## src/rtl/goe_nport.sv

```systemverilog
// ---------------------------------------------------------------------------
// goe_nport -- egress demux at the tail of the UM pipeline.
//
// Routes each packet to one of NPORT output channels. A packet is framed by
// the flag in data[DW-1:DW-2]: head 01, mid 11, tail 10. The head word
// carries the destination in its 6-bit outport field
// (data[OP_LSB+5:OP_LSB]). If that field is >= NPORT, the whole packet is
// dropped. Every output is registered, so a word appears on its port exactly
// one clock after it is accepted. There is no backpressure.
//
// Ports
//   clk, rst_n      clock, asynchronous active-low reset
//   in_data_wr      input word strobe
//   in_data         input word [DW]
//   in_valid_wr     packet-valid strobe (accompanies tail word)
//   in_valid        packet-valid flag
//   cnt_clr         synchronous clear of all statistics counters
//   out_data_wr     per-port word strobe [NPORT]
//   out_data        per-port word, port p at [p*DW +: DW]
//   out_valid_wr    per-port packet-valid strobe [NPORT]
//   out_valid       per-port packet-valid flag [NPORT]
//   tx_pkt_cnt      tails forwarded per port, port p at [p*CW +: CW]
//   drop_cnt        packets dropped for outport >= NPORT
//   err_cnt         framing errors (stray words, head while in packet)
// ---------------------------------------------------------------------------
module goe_nport #(
  parameter int NPORT  = 4,
  parameter int DW     = 134,
  parameter int OP_LSB = 112,
  parameter int CW     = 16
) (
  input  logic                clk,
  input  logic                rst_n,
  input  logic                in_data_wr,
  input  logic [DW-1:0]       in_data,
  input  logic                in_valid_wr,
  input  logic                in_valid,
  input  logic                cnt_clr,
  output logic [NPORT-1:0]    out_data_wr,
  output logic [NPORT*DW-1:0] out_data,
  output logic [NPORT-1:0]    out_valid_wr,
  output logic [NPORT-1:0]    out_valid,
  output logic [NPORT*CW-1:0] tx_pkt_cnt,
  output logic [CW-1:0]       drop_cnt,
  output logic [CW-1:0]       err_cnt
);

  typedef enum logic [1:0] {IDLE, FWD, DROP} state_t;

  localparam logic [5:0] NPORT_OP = 6'(NPORT);

  state_t        state, nxt_state;
  logic [5:0]    sel_port, nxt_sel;
  logic [CW-1:0] tx_cnt [NPORT];

  // Decode of the incoming word.
  logic [1:0] flag;
  logic [5:0] op;
  logic       is_head, is_tail, op_ok;

  assign flag    = in_data[DW-1:DW-2];
  assign op      = in_data[OP_LSB +: 6];
  assign is_head = (flag == 2'b01);
  assign is_tail = (flag == 2'b10);
  assign op_ok   = (op < NPORT_OP);

  // Routing decisions for this cycle.
  logic             fwd;       // word goes out on fwd_port
  logic             vfwd;      // valid strobe/flag goes out on fwd_port
  logic [5:0]       fwd_port;
  logic             inc_tx, inc_drop, inc_err;
  logic [NPORT-1:0] port_hit, vport_hit;

  always_comb begin
    // NOTE: every signal gets a default first so that no path leaves one unassigned (no latches).
    nxt_state = state;
    nxt_sel   = sel_port;
    fwd       = 1'b0;
    fwd_port  = sel_port;
    inc_tx    = 1'b0;
    inc_drop  = 1'b0;
    inc_err   = 1'b0;

    if (in_data_wr) begin
      if (is_head) begin
        // A head outside IDLE truncates (FWD) or interrupts (DROP) the prior
        // packet. It is an error, and the head is routed afresh.
        inc_err = (state != IDLE);
        if (op_ok) begin
          fwd       = 1'b1;
          fwd_port  = op;
          nxt_sel   = op;
          nxt_state = FWD;
        end else begin
          inc_drop  = 1'b1;
          nxt_state = DROP;
        end
      end else begin
        unique case (state)
          IDLE: inc_err = 1'b1;
          FWD: begin
            fwd = 1'b1;
            if (is_tail) begin
              inc_tx    = 1'b1;
              nxt_state = IDLE;
            end
          end
          DROP: if (is_tail) nxt_state = IDLE;
          default: nxt_state = IDLE;
        endcase
      end
    end

    // Valid follows the forwarded word. On idle cycles it follows an open packet.
    vfwd = in_data_wr ? fwd : (state == FWD);

    for (int p = 0; p < NPORT; p++) begin
      port_hit[p]  = fwd  && (fwd_port == 6'(p));
      vport_hit[p] = vfwd && (fwd_port == 6'(p));
    end
  end

  always_ff @(posedge clk or negedge rst_n) begin
    if (!rst_n) begin
      state        <= IDLE;
      sel_port     <= '0;
      out_data_wr  <= '0;
      out_data     <= '0;
      out_valid_wr <= '0;
      out_valid    <= '0;
      drop_cnt     <= '0;
      err_cnt      <= '0;
      // NOTE: the counter array is a handful of flops, not RAM, so it is reset with everything else.
      for (int p = 0; p < NPORT; p++) tx_cnt[p] <= '0;
    end else begin
      // NOTE: non-blocking assignments throughout, so every flop samples pre-edge values.
      state    <= nxt_state;
      sel_port <= nxt_sel;

      for (int p = 0; p < NPORT; p++) begin
        out_data_wr[p]        <= port_hit[p];
        out_data[p*DW +: DW]  <= port_hit[p] ? in_data : '0;
        out_valid_wr[p]       <= vport_hit[p] & in_valid_wr;
        out_valid[p]          <= vport_hit[p] & in_valid;
      end

      // Clear wins over a same-cycle increment. Counters wrap naturally.
      if (cnt_clr) begin
        drop_cnt <= '0;
        err_cnt  <= '0;
        for (int p = 0; p < NPORT; p++) tx_cnt[p] <= '0;
      end else begin
        if (inc_drop) drop_cnt <= drop_cnt + 1'b1;
        if (inc_err)  err_cnt  <= err_cnt + 1'b1;
        for (int p = 0; p < NPORT; p++)
          if (inc_tx && (sel_port == 6'(p))) tx_cnt[p] <= tx_cnt[p] + 1'b1;
      end
    end
  end

  for (genvar g = 0; g < NPORT; g++) begin : g_cnt
    assign tx_pkt_cnt[g*CW +: CW] = tx_cnt[g];
  end

endmodule

```

## config.mk

```make
export PLATFORM = sky130hd
export DESIGN_NAME = goe_nport
export DESIGN_NICKNAME = d
export VERILOG_FILES = /design/src/rtl/goe_nport.sv
export SDC_FILE = /design/constraint.sdc
export NUM_CORES = 1
export LEC_CHECK = 0
export ABC_AREA = 1
export BUFFER_PORTS_ARGS = -buffer_cell sky130_fd_sc_hd__buf_2
export CAP_MARGIN = 40
export CORE_AREA = 3 3 300 302
export CTS_CLUSTER_SIZE = 10
export DETAILED_ROUTE_END_ITERATION = 12
export DIE_AREA = 0 0 303 305
export HOLD_SLACK_MARGIN = 0.02
export PLACE_DENSITY = 0.5
export SETUP_SLACK_MARGIN = 0.5
export SLEW_MARGIN = 20
export SYNTH_ARGS = -nofsm -noshare
export SYNTH_HDL_FRONTEND = slang
export SYNTH_SLANG_ARGS = --single-unit
```

## constraint.sdc

```tcl
create_clock -name clk -period 2.3 [get_ports clk]
set_clock_uncertainty 0.15 [all_clocks]
set_input_delay 0.23 -clock clk [delete_from_list [all_inputs] [get_ports clk]]
set_output_delay 0.23 -clock clk [all_outputs]
set_load 0.05 [all_outputs]
```

==> results.cfg, run 1 <==
[cells_and_area]
final_nets = 3425
fin_cells = 4476
syn2layout_area_growth_pct = 61.2
stdcell_area_sq_um = 36700
drive_gt1_share_pct = 43.6

[clock_tree]
clkTransAtPathRegs_ps = 60
cts_max_level = 3
cts_root_buf = clkbuf_16
cts_made_buffers = 80
worstSkewPairLatency_ps = 630
cts_tree = built
cts.sinks = 652
clockBufferDepth = 3

[yosys]
synth_nets = 2312
ys_ff_latch = 652
yosysSeqAreaShare_pct = 71.7
synthCells = 2163
synth_area_sq_um = 22700
synth_cell_types = 33
avgSynthCellArea_sq_um = 10.5
ys_warn_count = 0

[timing]
worstMarginPinSlew_ps = 478
fin_crit_ps = 1960
fin_tns_setup_ps = 0
whs_ps = 77.8
maxSlewHeadroom_pct = 68.1
rsz0062_at_grt = true
slew_violations = 0
max_freq_mhz = 510
setup_viol = 0
hold_viol_final = 0
fin_crit_sh_pct = 85.2

[drt]
vias = 19284
drt-initial-drc-count = 1029
viasPerCell = 4.31
drt-wirelength-per-cell_um = 20.2
drtAntennaViolNets = 0
firstDrtPassIters = 6
wl_mm = 90.4
drcViolationCount = 0

[setup_path]
critPathCaptureType = register
worst-path-max-fanout = 14
start_kind = register
worstSetupPathType = reg2reg
crit_start = state[1]
r2r-start = state[1]
crit_arrival_ps = 2370
cp.required_ps = 2710

[power]
pwr-share-clk_pct = 46.7
combPwrFrac_pct = 7.1
switching_power_w = 0.00612
p_int_w = 0.0189
seqPwrFrac_pct = 46.3
power_density_nw_per_um2 = 683
p_leak_nw = 19.8
switching_share_pct = 24.4
ir_drop_mv = 0.560

[place]
routabilityCongestion = 0.841
place_hpwl_mm = 60.3
placed_cells = 4128
dpl-instance-area_sq_um = 28900
io_buffers = 783

[grt]
grt_pass1_wl_mm = 127
grt_usage_pct = 18.3
grt_max_degree = 59
grt_overflow_total = 0
antenna_found_initial = 2
grt_pass1_vias = 19624

[floorplan]
start_util_pct = 25.9
num_rows = 109
io_pins = 784
core_sq_um = 88000
die_w_um = 303
die_h_um = 305
dieArea_sq_um = 92400

[hold_path]
holdCritStartpoint = in_data[132]
hp-class = in2reg

[flow_run]
cap_viol_max_count = 0

[outcome]
status = finished clean
==> area by class of cell <==
type / count / area (sq um)
fillers: 8469 / 51300
flip-flops and latches: 652 / 16300
repair buffers: 1101 / 8240
multi-input cells: 1183 / 7270
clock buffers: 103 / 2140
well taps: 1165 / 1460
inverters: 258 / 987
clock inverters: 13 / 214
diodes: 1 / 2.50
==> through the flow <==
stage               setup slack [ps]  util [%]  total power, W
floorplan                        427         -          0.0123
global placement                 113      32.8          0.0130
detailed placement               110      32.8          0.0130
CTS                              381      38.9          0.0252
global route                     224      41.7          0.0260
finish                           339      41.7          0.0250
==> cells in the final DEF (no fill, tap or decap), types with 5 or more instances in the layout <==
cell | Yosys | final
clkbuf_4 | 0 | 5
nor3_1 | 33 | 32
o21ai_0 | 58 | 36
dfrtp_2 | 0 | 27
o21bai_1 | 6 | 6
buf_16 | 0 | 23
buf_8 | 0 | 15
clkbuf_8 | 0 | 5
buf_2 | 49 | 734
ha_1 | 9 | 6
buf_6 | 0 | 18
nor2_4 | 1 | 233
nand2_4 | 1 | 6
a21oi_1 | 33 | 31
clkbuf_16 | 0 | 94
nand4_1 | 53 | 53
inv_2 | 3 | 8
clkbuf_1 | 15 | 18
nand3_1 | 79 | 68
nor2_1 | 656 | 357
dlygate4sd3_1 | 0 | 146
buf_4 | 4 | 101
nand3_2 | 0 | 7
nor2_2 | 4 | 71
inv_1 | 255 | 244
nand2_1 | 222 | 208
dfrtp_1 | 652 | 625
buf_12 | 0 | 45
o21ai_1 | 0 | 19
nand2_2 | 4 | 10
==> cells by family after synthesis <==
kind of cell / Yosys count / synth area share [%]
AO/OA/AOI/OAI: 104 / 2.45
buffers and inverters: 328 / 5.75
XOR/XNOR: 6 / 0.231
flip-flops: 652 / 71.7
adder cells (fa/ha/maj): 9 / 0.495
AND/OR/NAND/NOR: 1064 / 19.3
==> power by group through the flow <==
stage | registers, W | logic [W] | clock network, W
global placement | 0.0118 | 0.00122 | 0
finish | 0.0116 | 0.00177 | 0.0117
global route | 0.0116 | 0.00193 | 0.0125
detailed placement | 0.0118 | 0.00121 | 0
CTS | 0.0116 | 0.00160 | 0.0120
floorplan | 0.0119 | 0.000399 | 0
==> critical path, cell delays in order, from the launching register on <==
cell     delay, ps
dfrtp_1        380
inv_2           80
ha_4           160
inv_2           40
nand2_2         60
nand3_2         70
inv_2          110
buf_6          120
nand4_4        120
buf_12         170
buf_12         140
buf_12         160
nor2_1         100
==> flip-flops by register name (all words and copies together), names as in the netlist <==
signal and flops:
out_data 536, tx_pkt_cnt 64, drop_cnt 16, err_cnt 16, sel_port 6, out_data_wr 4, out_valid 4, out_valid_wr 4
state 2
==> Yosys cell counts <==
master	instances	area (sq um)
nor2_1	656	2460
dfrtp_1	652	16300
inv_1	255	957
nand2_1	222	833
nand3_1	79	395
o21ai_0	58	290
nand4_1	53	332
buf_2	49	245
a21oi_1	33	165
nor3_1	33	165
clkbuf_1	15	56.3
ha_1	9	113
o21bai_1	6	45.0
xor2_1	5	43.8
buf_4	4	30.0
nand2_2	4	25.0
nand4_4	4	85.1
nor2_2	4	25.0
and3_1	3	18.8
inv_2	3	11.3
o31ai_1	3	22.5
buf_1	2	7.51
a21o_1	1	7.51
and2_1	1	6.26
nand2_4	1	11.3
nand3b_1	1	7.51
nand4_2	1	12.5
nor2_4	1	11.3
nor3b_1	1	7.51
o2111ai_1	1	8.76
o211a_1	1	10.0
o21a_1	1	7.51
xnor2_1	1	8.76
==> repair_timing <==
action                                   CTS  global route
gates cloned                              16            20
buffers inserted                          31            18
hold endpoints to repair                1107             4
resized for setup                        248           522
pin swaps                                 13            16
hold buffers                             145             1
endpoints found under the setup margin   623           707
==> worst paths after layout <==
kind                       slack, ps            end  depth (start not counted)
hold reg to reg                  360     err_cnt[5]                          1
setup reg to reg                 340  out_data[184]                         12
setup / recovery                 340  out_data[184]                         12
hold / removal                    80       state[1]                          6
min in group asynchronous        510  out_data[418]                          3
max in group asynchronous        640  out_data[342]                          5
==> per-layer routing <==
metal / routed length, um / vias to the layer above / global-route usage, %
li1: - / 8892 / -
met1: 35700 / 9563 / 22.1
met2: 45000 / 647 / 30.8
met3: 6160 / 180 / 4.97
met4: 3610 / 2 / 7.59
met5: 10 / - / 0
(Power assumes the default switching activity.)
==> inputs of run 2 (changes only) <==
- clock period: 2.3 -> 2.2 ns (I/O delays scaled with it)
==> run 2 against run 1 <==
Effect of this change:
- via count is 0.17% lower
- largest power group is now sequential cells
- routed wire length is 3.1% lower
- clock power hardly changed
- first-iteration DRC count is 6.3% lower
- highest routed layer unchanged
- largest cell class unchanged
- maximum frequency is 2.4% higher
- critical path type unchanged
- critical endpoint is now state[0]
==> results.cfg, run 2 (synthesis results as in run 1) <==
[power]
p_leak_nw = 19.8
p_int_w = 0.0196
ir_drop_mv = 0.475
combPwrFrac_pct = 7.1
switching_share_pct = 24.1
seqPwrFrac_pct = 47.0
power_w = 0.0258
power_density_nw_per_um2 = 717
pwr-share-clk_pct = 45.8
switching_power_w = 0.00622

[clock_tree]
cts_made_buffers = 78
clockBufferDepth = 3
cts_tree = built
cts.sinks = 652
cts_max_level = 3
cts_root_buf = clkbuf_16
worstSkewPairLatency_ps = 610
clkTransAtPathRegs_ps = 50

[timing]
rsz0062_at_grt = true
hold_viol_final = 0
fin_tns_setup_ps = 0
slew_violations = 0
fin_crit_ps = 1920
worstMarginPinSlew_ps = 470
fin_crit_sh_pct = 87.1
maxSlewHeadroom_pct = 68.4
max_freq_mhz = 522
setup_viol = 0

[flow_run]
cap_viol_max_count = 0

[floorplan]
start_util_pct = 25.9
io_pins = 784
num_rows = 109
dieArea_sq_um = 92400
die_h_um = 305
die_w_um = 303
core_sq_um = 88000

[cells_and_area]
largest_reg_flops = 536
num-fill-cells = 8542
mostFrequentLayoutCells = buf_2 (679), dfrtp_1 (599), nor2_1 (499)
syn2layout_area_growth_pct = 58.1
multi_input_area_sq_um = 6380
regArea_sq_um = 16400
drive_gt1_share_pct = 40.8
final_nets = 3441
stdcell_area_sq_um = 36000
layout_commonest_cell = buf_2
top_register = out_data
fin_cells = 4487
fin_util_pct = 40.9

[setup_path]
worstSetupPathType = reg2reg
cp_common_cell = buf_4
start_kind = register
crit_buf_inv = 10
crit_path_max_incr_delay_ps = 410
critPathCaptureType = register
worst-path-max-fanout = 2
cp_top_family = buffers and inverters
crit_arrival_ps = 2290
path_cells = inv_2 > buf_4 > buf_4 > buf_4 > buf_4 > buf_4 > buf_4 > buf_4 > buf_4 > buf_4 > a21oi_2
cp.required_ps = 2580
cp_slowest_cell = dfrtp_1

[outcome]
status = finished clean

[place]
routabilityCongestion = 0.849
io_buffers = 783
placed_cells = 4139
place_hpwl_mm = 62.9
dpl-instance-area_sq_um = 29100

[drt]
drtAntennaViolNets = 0
drt-initial-drc-count = 964
vias = 19252
firstDrtPassIters = 5
wl_mm = 87.6
drt-wirelength-per-cell_um = 19.5
drcViolationCount = 0
viasPerCell = 4.29

[hold_path]
hp-class = in2reg

[grt]
grt_usage_pct = 18.0
grt_pass1_wl_mm = 125
grt_max_degree = 73
antenna_found_initial = 6
grt_overflow_total = 0
grt_pass1_vias = 19412
## run 2: changes by cell type in the layout (fill, tap and decap cells not counted), sizes merged, moves of 2 or more
cell,change
bufbuf,+2
clkinvlp,-2
dlygate4sd3,-2
diode,+4
clkbuf,-8
buf,+18
## run 2: power by group through the flow
stage	Sequential, W	Clock (W)	Combinational (W)
after floorplan	0.0124	0	0.000475
after global placement	0.0123	0	0.00130
after detailed placement	0.0123	0	0.00130
after CTS	0.0121	0.0122	0.00172
after global routing	0.0121	0.0127	0.00202
final	0.0121	0.0118	0.00184
## run 2: path summary, 6_finish.rpt
path,from,end,slack (ps),cells after the start
max in group asynchronous,rst_n,drop_cnt[12],610,5
worst min-delay path,in_data_wr,drop_cnt[4],90,4
min in group asynchronous,rst_n,out_data[5],480,3
worst max register to register,state[0],state[0],280,11
worst max-delay path,state[0],state[0],280,11
worst min register to register,err_cnt[5],err_cnt[5],340,1
## run 2: tightest hold or removal path: stages
cell	delay [ps]
buf_2	140
nand3_1	210
o31ai_1	90
a21oi_1	130
## run 2: repair_timing
action / in CTS / in global routing
hold buffers: 144 / 0
pin swaps: 16 / 29
setup endpoints to repair: 710 / 710
setup buffers: 42 / 31
cloned: 11 / 10
endpoints found under the hold margin: 1224 / 0
resized for setup: 291 / 312
## run 2: layout make-up
cell class / instances / share of cell area [%]
Inverter: 258 / 2.74
Clock inverter: 10 / 0.515
Multi-Input combinational cell: 1183 / 17.7
Timing Repair Buffer: 1119 / 23.5
Clock buffer: 95 / 5.80
Antenna cell: 5 / 0.0348
Tap cell: 1165 / 4.05
Sequential cell: 652 / 45.6
## run 2: metrics by stage
stage / hold WS [ps] / setup WS, ps
after floorplan: -226 / 448
after global placement: -18.7 / 114
after detailed placement: -14.3 / 77.9
after CTS: 39.6 / 294
after global routing: 71.3 / 198
final: 88.8 / 285
## run 2: metal layers
layer / up-vias / track usage (%) / wire length, um
li1: 8904 / - / -
met1: 9490 / 21.2 / 34500
met2: 674 / 30.9 / 43400
met3: 182 / 4.53 / 5940
met4: 2 / 7.39 / 3790
met5: - / 0.106 / 20
==> inputs of run 3 (changes only) <==
- BUFFER_PORTS_ARGS: -buffer_cell sky130_fd_sc_hd__buf_2 -> unset
- CORE_AREA: 3 3 300 302 -> 3 3 301 303
- DIE_AREA: 0 0 303 305 -> 0 0 304 306
- DONT_BUFFER_PORTS: unset -> 1
- PLACE_DENSITY: 0.5 -> 0.42
==> run 3 against run 2 <==
Effect of this change:
- the flow now finishes with violations (negative hold slack)
- sequential power about the same
- combinational power decreased by 8%
- via count down 11%
- final area is 4.1% lower
- count of clock-buffer cells in the layout stayed put
- clock power hardly changed
- critical endpoint is now out_data[276]
- largest power group unchanged
==> results.cfg, run 3 (synthesis results as in run 1) <==
[drt]
drt-initial-drc-count = 1444
drcViolationCount = 0
drtAntennaViolNets = 0
viasPerCell = 4.54
firstDrtPassIters = 7
vias = 17053
drt-wirelength-per-cell_um = 24.6
wl_mm = 92.5

[clock_tree]
cts_root_buf = clkbuf_16
cts_made_buffers = 79
clkTransAtPathRegs_ps = 60
worstSkewPairLatency_ps = 610
cts_max_level = 3
cts_tree = built
clockBufferDepth = 3
cts.sinks = 652

[setup_path]
crit_arrival_ps = 2310
worstSetupPathType = reg2reg
critPathCaptureType = register
r2r_slack_ps = 270
crit_buf_inv = 3
cp_slowest_cell = dfrtp_1
cp.depth = 8
rr_worst_depth = 8
cp_top_family = simple AND/OR/NAND/NOR gates
r2r-start = sel_port[4]
path_cells = nor2_2 > nand3_1 > nand2_4 > nand4_4 > buf_12 > buf_12 > buf_16 > nor2_2
start_kind = register
cp.required_ps = 2580
worst-path-max-fanout = 8
r2r-end = out_data[276]
crit_path_max_incr_delay_ps = 400

[cells_and_area]
diodes = 0
top_register = out_data
drive_gt1_share_pct = 40.9
syn2layout_area_growth_pct = 51.5
num-fill-cells = 8387
largest_reg_flops = 536
final_nets = 2714
fin_cells = 3758
layout_commonest_cell = dfrtp_1
mostFrequentLayoutCells = dfrtp_1 (423), nor2_4 (303), nor2_1 (246)

[power]
p_leak_nw = 15.9
ir_drop_mv = 0.594
switching_share_pct = 24.4
p_int_w = 0.0194
power_w = 0.0257
seqPwrFrac_pct = 47.5
pwr-share-clk_pct = 45.9
power_density_nw_per_um2 = 745
switching_power_w = 0.00628
combPwrFrac_pct = 6.6

[timing]
maxSlewHeadroom_pct = 45.5
whs_ps = -685
worstMarginPinSlew_ps = 818
fin_crit_ps = 1930
rsz0062_at_grt = true
setup_viol = 0
fin_tns_setup_ps = 0
max_freq_mhz = 519
slew_violations = 0
hold_viol_final = 375
fin_crit_sh_pct = 87.6

[floorplan]
io_pins = 784
dieArea_sq_um = 93000
start_util_pct = 25.8
core_sq_um = 88200
die_w_um = 304
die_h_um = 306
num_rows = 109

[grt]
grt_usage_pct = 18.3
grt_overflow_total = 0
grt_pass1_wl_mm = 127
antenna_found_initial = 1
grt_max_degree = 653
grt_pass1_vias = 17293

[place]
io_buffers = 0
placed_cells = 3375
routabilityCongestion = 0.867
place_hpwl_mm = 56.7

[outcome]
failed_checks = negative hold slack
status = complete, but fails checks

[hold_path]
hp-class = in2async

[flow_run]
cap_viol_max_count = 0
## run 3: power by group through the flow
| stage | clock (W) | sequential, W | combinational (W) |
|---|---|---|---|
| 2_1_floorplan | 0 | 0.0124 | 0.000475 |
| 3_3_place_gp | 0 | 0.0124 | 0.000714 |
| 3_5_place_dp | 0 | 0.0124 | 0.000738 |
| 4_1_cts | 0.0121 | 0.0122 | 0.00120 |
| 5_1_grt | 0.0127 | 0.0122 | 0.00185 |
| 6_report | 0.0118 | 0.0122 | 0.00169 |
## run 3: final cells by class
cell class	instances	area, sq um	area share (%)
Timing Repair Buffer	391	5140	14.9
Multi-Input combinational cell	1183	7980	23.2
Clock inverter	14	190	0.552
Clock buffer	95	2080	6.03
Tap cell	1165	1460	4.23
Inverter	258	1000	2.91
Sequential cell	652	16600	48.2
## run 3: how the worst max path moves through the flow
stage	end	start
detailed placement	tx_pkt_cnt[59]	state[1]
global placement	tx_pkt_cnt[59]	state[1]
floorplan	err_cnt[7]	state[1]
finish	out_data[276]	sel_port[4]
CTS	tx_pkt_cnt[59]	state[1]
global route	out_data[519]	state[1]
## run 3: routing by layer
layer | GRT usage (%) | vias up | routed length, um
li1 | - | 7478 | -
met1 | 21.8 | 8804 | 36300
met2 | 31.5 | 638 | 46700
met3 | 5.75 | 133 | 7060
met4 | 5.89 | 0 | 2460
met5 | 0 | - | 0
## run 3: metrics by stage
stage	hold slack (ps)	setup WS [ps]	utilization [%]	area, sq um
floorplan	-226	448	-	22900
global placement	-207	106	28.4	25100
detailed placement	-203	62.1	28.4	25100
CTS	-892	289	35.5	31400
global route	-690	177	39.1	34500
finish	-685	273	39.1	34500
## run 3: repair_timing
action	CTS	global route
pin swaps	21	30
hold endpoints to repair	1268	379
gates resized for setup	471	669
hold buffers	146	1
buffers inserted	42	26
endpoints found under the setup margin	837	649
cloned	34	21
